[src/rtl/ins_decode_unit_pkg.sv]
// Shared decode definitions: default widths, opcode table, instruction field positions,
// the issued packet layout and the per-opcode operand/writeback classification.
package decode_pkg;

    localparam int REG_WIDTH  = 32;
    localparam int BUS_WIDTH  = 32;
    localparam int REG_COUNT  = 32;
    localparam int ADDR_WIDTH = 5;

    localparam logic [5:0] OP_R      = 6'h00;
    localparam logic [5:0] OP_I      = 6'h01;
    localparam logic [5:0] OP_LOAD   = 6'h02;
    localparam logic [5:0] OP_STORE  = 6'h03;
    localparam logic [5:0] OP_BRANCH = 6'h04;
    localparam logic [5:0] OP_JUMP   = 6'h05;
    localparam logic [5:0] OP_HALT   = 6'h3F;

    localparam int OPCODE_MSB = 31;
    localparam int OPCODE_LSB = 26;
    localparam int RD_MSB     = 25;
    localparam int RD_LSB     = 21;
    localparam int RS1_MSB    = 20;
    localparam int RS1_LSB    = 16;
    localparam int RS2_MSB    = 15;
    localparam int RS2_LSB    = 11;
    localparam int IMM_MSB    = 15;
    localparam int IMM_LSB    = 0;
    localparam int IMM_WIDTH  = IMM_MSB - IMM_LSB + 1;

    typedef struct packed {
        logic uses_rs1;
        logic uses_rs2;
        logic writes_rd;
        logic legal;
    } op_info_t;

    typedef struct packed {
        logic [5:0]            opcode;
        logic [ADDR_WIDTH-1:0] rd;
        logic [REG_WIDTH-1:0]  op_a;
        logic [REG_WIDTH-1:0]  op_b;
        logic [REG_WIDTH-1:0]  imm;
        logic [BUS_WIDTH-1:0]  npc;
        logic                  writes_rd;
        logic                  illegal;
    } ex_packet_t;

    function automatic op_info_t op_info(input logic [5:0] opcode);
        op_info_t info;
        case (opcode)
            OP_R:               info = '{uses_rs1: 1'b1, uses_rs2: 1'b1, writes_rd: 1'b1, legal: 1'b1};
            OP_I, OP_LOAD:      info = '{uses_rs1: 1'b1, uses_rs2: 1'b0, writes_rd: 1'b1, legal: 1'b1};
            OP_STORE, OP_BRANCH: info = '{uses_rs1: 1'b1, uses_rs2: 1'b1, writes_rd: 1'b0, legal: 1'b1};
            OP_JUMP, OP_HALT:   info = '{uses_rs1: 1'b0, uses_rs2: 1'b0, writes_rd: 1'b0, legal: 1'b1};
            default:            info = '{uses_rs1: 1'b0, uses_rs2: 1'b0, writes_rd: 1'b0, legal: 1'b0};
        endcase
        return info;
    endfunction

endpackage

[src/rtl/ins_decode_unit_reg_scoreboard.sv]
// Pending-write scoreboard: one busy bit per architectural register, set at issue,
// cleared by writeback or by flushing an unconsumed writer. Register 0 is never busy.
module reg_scoreboard #(
    parameter int reg_count  = 32,
    parameter int addr_width = 5
) (
    input  logic                  clock,
    input  logic                  reset,
    input  logic                  set_en,
    input  logic [addr_width-1:0] set_addr,
    input  logic                  clr_a_en,
    input  logic [addr_width-1:0] clr_a_addr,
    input  logic                  clr_b_en,
    input  logic [addr_width-1:0] clr_b_addr,
    output logic [reg_count-1:0]  busy_out
);

    logic [reg_count-1:0] busy_q;
    logic [reg_count-1:0] busy_d;

    // NOTE: combinational blocks use blocking '=' with a full default first, so no
    // latch is inferred and later statements deliberately override earlier ones.
    always_comb begin
        busy_d = busy_q;
        if (clr_a_en) begin
            busy_d[clr_a_addr] = 1'b0;
        end
        if (clr_b_en) begin
            busy_d[clr_b_addr] = 1'b0;
        end
        // Set is applied last so it wins over a same-cycle clear of the same register.
        if (set_en) begin
            busy_d[set_addr] = 1'b1;
        end
        busy_d[0] = 1'b0;
    end

    // NOTE: sequential state uses non-blocking '<=' so every flop samples pre-edge values.
    always_ff @(posedge clock or posedge reset) begin
        if (reset) begin
            busy_q <= '0;
        end else begin
            busy_q <= busy_d;
        end
    end

    assign busy_out = busy_q;

endmodule

[src/rtl/ins_decode_unit.sv]
// Decode stage: holds one fetched instruction (D slot), reads operands, blocks RAW
// hazards via the scoreboard and issues a packet (E slot) over valid/ready.
module ins_decode_unit
    import decode_pkg::*;
#(
    parameter int reg_width  = REG_WIDTH,
    parameter int bus_width  = BUS_WIDTH,
    parameter int reg_count  = REG_COUNT,
    parameter int addr_width = ADDR_WIDTH
) (
    input  logic                  clock,
    input  logic                  reset,
    input  logic [bus_width-1:0]  ins_in,
    input  logic [bus_width-1:0]  npc_in,
    input  logic                  ins_valid_in,
    input  logic                  flush_in,
    output logic [addr_width-1:0] rs1_addr_out,
    output logic [addr_width-1:0] rs2_addr_out,
    input  logic [reg_width-1:0]  rs1_data_in,
    input  logic [reg_width-1:0]  rs2_data_in,
    input  logic                  wb_valid_in,
    input  logic [addr_width-1:0] wb_addr_in,
    input  logic                  ex_ready_in,
    output logic                  ex_valid_out,
    output logic [5:0]            opcode_out,
    output logic [addr_width-1:0] rd_out,
    output logic [reg_width-1:0]  op_a_out,
    output logic [reg_width-1:0]  op_b_out,
    output logic [reg_width-1:0]  imm_out,
    output logic [bus_width-1:0]  npc_out,
    output logic                  illegal_out,
    output logic                  freeze_out
);

    logic                  d_valid_q, d_valid_d;
    logic [bus_width-1:0]  d_ins_q,   d_ins_d;
    logic [bus_width-1:0]  d_npc_q,   d_npc_d;
    logic                  e_valid_q, e_valid_d;
    ex_packet_t            e_pkt_q,   e_pkt_d;

    logic [5:0]            d_opcode;
    logic [addr_width-1:0] d_rd;
    logic [addr_width-1:0] d_rs1;
    logic [addr_width-1:0] d_rs2;
    op_info_t              d_info;
    logic [reg_count-1:0]  sb_busy;
    logic                  hazard;
    logic                  issue;
    logic                  freeze;
    logic                  accept;
    logic                  sb_set_en;
    logic                  flush_clr_en;
    ex_packet_t            issue_pkt;

    always_comb begin
        d_opcode = d_ins_q[OPCODE_MSB:OPCODE_LSB];
        d_rd     = d_ins_q[RD_MSB:RD_LSB];
        d_rs1    = d_ins_q[RS1_MSB:RS1_LSB];
        d_rs2    = d_ins_q[RS2_MSB:RS2_LSB];
        d_info   = op_info(d_opcode);
    end

    // Hazard uses the registered scoreboard only: a writeback is seen one cycle later.
    always_comb begin
        hazard = (d_info.uses_rs1 && (d_rs1 != '0) && sb_busy[d_rs1])
              || (d_info.uses_rs2 && (d_rs2 != '0) && sb_busy[d_rs2]);
        issue  = d_valid_q && !hazard && (!e_valid_q || ex_ready_in) && !flush_in;
        freeze = d_valid_q && !issue && !flush_in;
        accept = ins_valid_in && !freeze && !flush_in;
    end

    // Operands an opcode does not read are issued as zero rather than stale port data.
    always_comb begin
        issue_pkt.opcode    = d_opcode;
        issue_pkt.rd        = d_rd;
        issue_pkt.op_a      = d_info.uses_rs1 ? rs1_data_in : '0;
        issue_pkt.op_b      = d_info.uses_rs2 ? rs2_data_in : '0;
        issue_pkt.imm       = {{(reg_width - IMM_WIDTH){d_ins_q[IMM_MSB]}}, d_ins_q[IMM_MSB:IMM_LSB]};
        issue_pkt.npc       = d_npc_q;
        issue_pkt.writes_rd = d_info.writes_rd;
        issue_pkt.illegal   = !d_info.legal;
    end

    always_comb begin
        d_valid_d = d_valid_q;
        d_ins_d   = d_ins_q;
        d_npc_d   = d_npc_q;
        if (flush_in) begin
            d_valid_d = 1'b0;
        end else if (accept) begin
            d_valid_d = 1'b1;
            d_ins_d   = ins_in;
            d_npc_d   = npc_in;
        end else if (issue) begin
            d_valid_d = 1'b0;
        end
    end

    always_comb begin
        e_valid_d = e_valid_q;
        e_pkt_d   = e_pkt_q;
        if (flush_in) begin
            e_valid_d = 1'b0;
        end else if (issue) begin
            e_valid_d = 1'b1;
            e_pkt_d   = issue_pkt;
        end else if (ex_ready_in) begin
            e_valid_d = 1'b0;
        end
    end

    // A flushed writer that execute never took will never write back, so release its bit.
    always_comb begin
        sb_set_en    = issue && d_info.writes_rd && (d_rd != '0);
        flush_clr_en = flush_in && e_valid_q && !ex_ready_in && e_pkt_q.writes_rd;
    end

    // NOTE: payload registers are reset as well as the valid bits, so every output
    // reads zero as soon as reset asserts, without waiting for a clock edge.
    always_ff @(posedge clock or posedge reset) begin
        if (reset) begin
            d_valid_q <= 1'b0;
            d_ins_q   <= '0;
            d_npc_q   <= '0;
            e_valid_q <= 1'b0;
            e_pkt_q   <= '0;
        end else begin
            d_valid_q <= d_valid_d;
            d_ins_q   <= d_ins_d;
            d_npc_q   <= d_npc_d;
            e_valid_q <= e_valid_d;
            e_pkt_q   <= e_pkt_d;
        end
    end

    reg_scoreboard #(
        .reg_count  (reg_count),
        .addr_width (addr_width)
    ) u_scoreboard (
        .clock      (clock),
        .reset      (reset),
        .set_en     (sb_set_en),
        .set_addr   (d_rd),
        .clr_a_en   (wb_valid_in),
        .clr_a_addr (wb_addr_in),
        .clr_b_en   (flush_clr_en),
        .clr_b_addr (e_pkt_q.rd),
        .busy_out   (sb_busy)
    );

    assign rs1_addr_out = d_rs1;
    assign rs2_addr_out = d_rs2;
    assign ex_valid_out = e_valid_q;
    assign opcode_out   = e_pkt_q.opcode;
    assign rd_out       = e_pkt_q.rd;
    assign op_a_out     = e_pkt_q.op_a;
    assign op_b_out     = e_pkt_q.op_b;
    assign imm_out      = e_pkt_q.imm;
    assign npc_out      = e_pkt_q.npc;
    assign illegal_out  = e_pkt_q.illegal;
    assign freeze_out   = freeze;

endmodule

[config.mk]
export PLATFORM = sky130hd
export DESIGN_NAME = ins_decode_unit
export DESIGN_NICKNAME = d
export VERILOG_FILES = /design/src/rtl/ins_decode_unit_pkg.sv /design/src/rtl/ins_decode_unit_reg_scoreboard.sv /design/src/rtl/ins_decode_unit.sv
export SDC_FILE = /design/constraint.sdc
export NUM_CORES = 1
export LEC_CHECK = 0
export ABC_AREA = 1
export CELL_PAD_IN_SITES_DETAIL_PLACEMENT = 1
export CELL_PAD_IN_SITES_GLOBAL_PLACEMENT = 1
export CORE_MARGIN = 2
export CORE_UTILIZATION = 39
export CTS_BUF_LIST = sky130_fd_sc_hd__clkbuf_16
export DETAILED_ROUTE_END_ITERATION = 10
export GPL_ROUTABILITY_DRIVEN = 0
export PLACE_DENSITY = 0.88
export SYNTH_ARGS = -nofsm -noshare
export SYNTH_HDL_FRONTEND = slang
export SYNTH_SLANG_ARGS = --single-unit
[constraint.sdc]
create_clock -name clock -period 20.8 [get_ports clock]
set_clock_uncertainty 0.1 [all_clocks]
set_input_delay 5.2 -clock clock [delete_from_list [all_inputs] [get_ports clock]]
set_output_delay 5.2 -clock clock [all_outputs]
set_load 0.005 [all_outputs]
; ---- Yosys cells after proc, flatten, opt, wreduce, memory -nomap -nowiden
; Index checks and enable logic that the tools add are counted.
[op_classes]
n_addsub = 0
mul = 0
n_div = 0
order_cmp = 8
n_eq_ne = 6
shift = 0
n_mux = 22
bitwise_logic = 6
n_reduce_logical = 39
[ops]
columns = cell, count
row1 = $mux W32, 5
row2 = $and A32 B32 Y32, 2
row3 = $not A32 Y32, 2
row4 = $or A32 B32 Y32, 1
row5 = $lt A5 B6 Y1 const B, 5
row6 = $logic_and A1 B1 Y1, 19
row7 = $pmux W4 S4, 1
row8 = $demux W1 S5, 3
row9 = $ge A5 B1 Y1 const B, 3
row10 = $reduce_bool A5 Y1, 3
row11 = $eq A6 B2 Y1 const B, 2
row12 = $eq A6 B3 Y1 const B, 2
row13 = $mux W1, 11
row14 = $bmux W1 S5, 2
row15 = $logic_not A1 Y1, 7
row16 = $eq A6 B1 Y1 const B, 1
row17 = $eq A6 B6 Y1 const B, 1
row18 = $logic_not A6 Y1, 1
row19 = $reduce_bool A3 Y1, 2
row20 = $reduce_or A2 Y1, 3
row21 = $reduce_and A2 Y1, 2
row22 = $logic_or A1 B1 Y1, 2
row23 = $not A1 Y1, 1
[totals]
reg_bits = 222
latch_bits = 0
ramBits = 0
romBits = 0
inputBits = 139
out_inout_bits = 152
elab_cells = 94
memories = 0

; ---- Logic depth before layout (Yosys ltp)
[depth]
ltp_word = 18
depth_mapped = 18
mapped_depth_nobuf = 15

; ---- Hierarchy
; A second synthesis with hierarchy kept.
[hier_totals]
cells_unflattened = 1404
hier_area_um2 = 11290.8
[by_module_without_submodules]
columns = mod, instances, cells_each, area_per_inst_um2, seq_area_each_um2
row1 = ins_decode_unit, 1, 1152, 9531.6, 4779.6
row2 = reg_scoreboard, 1, 252, 1759.2, 775.7

; ---- Worst setup path before layout
; Ideal clock, no wire load.
[synth_timing]
path_kind = input port to output port
from = input port ex_ready_in
to = output port freeze_out
arrival_time_ns = 5.617
required_ns = 15.500
path_slack_ns = 9.883
cell_stages = 5
n_path_buf = 0
cell_sequence = nor2_1 > inv_1 > nand4_2 > nand3_1 > inv_1
[synth_via]
elab_chain_len = 6
[synth_rtl]
columns = element, line_no
row1 = from (decl), ins_decode_unit.sv:23  ; input logic ex_ready_in,
row2 = $logic_or A1 B1 Y1, ins_decode_unit.sv:67  ; issue = d_valid_q && !hazard && (!e_valid_q || ex_ready_in) && !flush_in;
row3 = $logic_and A1 B1 Y1 (2 in a row), ins_decode_unit.sv:67
row4 = $logic_not A1 Y1, ins_decode_unit.sv:68  ; freeze = d_valid_q && !issue && !flush_in;
row5 = $logic_and A1 B1 Y1 (2 in a row), ins_decode_unit.sv:68
row6 = to (decl), ins_decode_unit.sv:32  ; output logic freeze_out
; No other way between the ends.

; ---- Worst setup path in the final report
; Ends and elaborated chain as after synthesis.

==> metrics.md <==
| Metric | Value |
|---|---|
| Status | `finished, final reports clean` |
| Syn_nets | `1506` |
| Fmax | `83.61 MHz` |
| Worst EP required | `15500 ps` |
| Pins Over Slew Limit | `0` |
| Worst Hold Class | `reg -> reg` |
| Die area | `30020 um2` |
| Synth top area cells | `dfrtp_1 50%, nand2_1 18%, buf_4 11%, nand3_1 8.7%, o221ai_1 2.4%` |
| Post-CTS sizing | `0` |
| # H-tree levels | `1` |
| Row count | `61` |
| Total track usage | `between 20% and 30%` |
| Final setup viols | `0` |
| CP Max Fanout | `3` |
| Crit path launch type | `input port` |
| CTS clk-pin slew, worst paths | `50 ps` |
| Port Buffers | `290` |
| Synth Area in Simple Gates | `between 30% and 40%` |
| Vias per cell | `5.221` |
| Synth area leader | `dfrtp_1` |
| Pin count of the biggest net entering global routing | `84` |
| Ys async rst share | `100.0%` |
| Post-Synth XOR/XNOR Area | `0%` |
| DR WL/cell | `around 20 um` |
| Root Driver | `clkbuf_16` |
| Compound-Gate Fraction of Synth Area | `3.617%` |
| Max_cap viols | `0` |
| Die Y | `173.3 um` |
| Reg2reg setup slack | `16190 ps` |
| Synth-to-Final Area Change | `24.12%` |
| Mean post-synth cell area | `8.174 um2` |
| I/O pin cnt | `291` |
| YS warnings | `0` |
| Adder and majority gate portion of the synthesized area | `0%` |
| Bufs on Longest Clock Path | `3` |
| Worst Path Class, Setup | `in -> out` |
| First-pass GRT wire length | `57.82 mm` |
| Number of diodes | `0` |
| Main combinational cell family by area after synthesis | `simple AND/OR/NAND/NOR gates` |
| Vias in the first global route | `10210` |
| Predominant post-synthesis flop cell | `dfrtp_1` |
| Crit path DAT | `6660 ps` |
| Initial antenna violation count | `2` |
| Slew at the pin closest to its max-slew limit | `1102 ps` |
| Final min period | `11960 ps` |
| Post-Syn Area | `11170 um2` |
| Sink Count | `222` |
| Leakage power | `0.006694 uW` |
| Post-synthesis sequential area ratio | `49.71%` |
| Initial core utilization | `~40%` |
| Detailed placement HPWL | `24.83 mm` |
| Gr ovfl total | `0` |
| Drt total wl | `about 37 mm` |
| Die width | `~170 um` |
| Num CTS Buffers | `26` |
| Commonest cells post-synth | `530 x nand2_1, 222 x dfrtp_1, 195 x nand3_1` |
| Crit end category | `output port` |
| Final Hold Vio Count | `0` |
| Post-route DRC | `0` |
| Final non-filler cell total | `between 1500 and 2000` |
| Cell count after placement | `between 1500 and 2000` |
| Share of layout cells above drive strength 1 | `3.478%` |
| Relative slew slack | `roughly a quarter` |
| Post-route antenna net violation count | `0` |
| Clk Latency, worst-skew pair | `between 500 and 600 ps` |
| Core ar. | `between 20000 and 30000 um2` |
| DRT iter0 DRCs | `617` |
| Flop and latch count out of synthesis | `222` |
| Final Net Count | `1614` |
| Pre-Repair DR Iteration Count | `5` |
| EDFF count, synth | `0` |
| Post-Syn Instances | `1367` |
| DR vias | `9779` |
| RSZ-0062 raised after global routing | `false` |
| Hold_buf cts | `0` |
| Synth cell types | `29` |
| Pwr Density | `between 100 and 150 nW/um2` |
| Setup Fix Bufs, Post-CTS | `0` |
| Synth top area share | `49.71%` |
| Peak supply drop | `0.00006676 V` |
| Mux cell area share after synthesis | `0%` |
| CTS tree | `yes` |
| Most frequent cell after synthesis | `nand2_1` |
| Post-route setup TNS | `0 ps` |
| Fin crit share | `57.50%` |
## worst paths after layout
kind	depth (start not counted)	end	start
min reg2reg	2	d_npc_q[31]	d_npc_q[31]
max	7	freeze_out	ex_ready_in
max reg2reg	11	op_b_out[20]	d_ins_q[26]
min	2	d_npc_q[31]	d_npc_q[31]
min in group asynchronous	2	op_a_out[9]	reset
max in group asynchronous	4	rd_out[2]	reset
## layout by cell type (no fill, tap or decap), drive strengths merged
master / n
nor2: 44
inv: 60
a31oi: 1
buf: 10
a41oi: 1
nand4: 29
nand2: 530
nor3: 14
clkdlybuf4s50: 290
nand3b: 2
or2: 1
a21oi: 1
o31ai: 1
a21boi: 1
nor4: 2
o221ai: 31
dfrtp: 222
nand3: 195
clkinvlp: 1
clkbuf: 26
clkinv: 13
o21ai: 18
o211ai: 1
bufinv: 1
## registers in the layout, indices dropped and copies added (netlist names)
name	count
opcode_out	6
d_ins_q	32
imm_out	16
op_b_out	32
op_a_out	32
illegal_out	1
e_pkt_q	1
npc_out	32
ex_valid_out	1
d_valid_q	1
d_npc_q	32
rd_out	5
u_scoreboard.busy_out	31
## layer usage
layer	up-vias	share of wire (%)	track usage, %
li1	4493	-	-
met1	4844	41	30.52
met2	380	49	41.37
met3	58	7.4	5.066
met4	4	2.6	7.062
met5	-	0.082	0
## where the power goes
part	internal [uW]	total, uW	leakage [uW]	switching [uW]
logic	279	550	0.00339	271
clock network	238	420	0.000406	182
registers	558	667	0.00290	109
total	1080	1640	0.00669	562
## critical path, stage by stage
cell and delay [ps]:
clkdlybuf4s50_1 480, nor2_1 50, inv_1 90, nand4_2 190, nand3_1 160, inv_1 50, clkdlybuf4s50_1 440
## logic make-up (layout without fill, tap and decap cells)
group                  count (synthesis)  count (layout)
AND/OR/NAND/NOR                      817             817
buffers and inverters                273             401
flip-flops                           222             222
AO/OA/AOI/OAI                         55              55
## cell type report
cell class / instances / area, um2
fill: 3273 / 14140
sequential: 222 / 5555
multi-input combinational: 872 / 3876
timing repair buffer: 300 / 2978
clock buffer: 26 / 650.6
tap: 378 / 473.0
inverter: 53 / 209.0
clock inverter: 22 / 127.6
## stage by stage
stage	worst slack, ps	area [um2]	util, %	power (uW)	hold WS, ps
2_1_floorplan	9422	11170	-	1017	342.2
3_3_place_gp	8877	13090	46.74	1193	353.3
3_5_place_dp	8845	13090	46.74	1223	359.3
4_1_cts	8835	13870	49.52	1655	372.4
5_1_grt	8747	13870	49.52	1738	387.7
6_report	8839	13870	49.52	1637	368.9
Note: power is estimated with default switching activity, not from simulation.
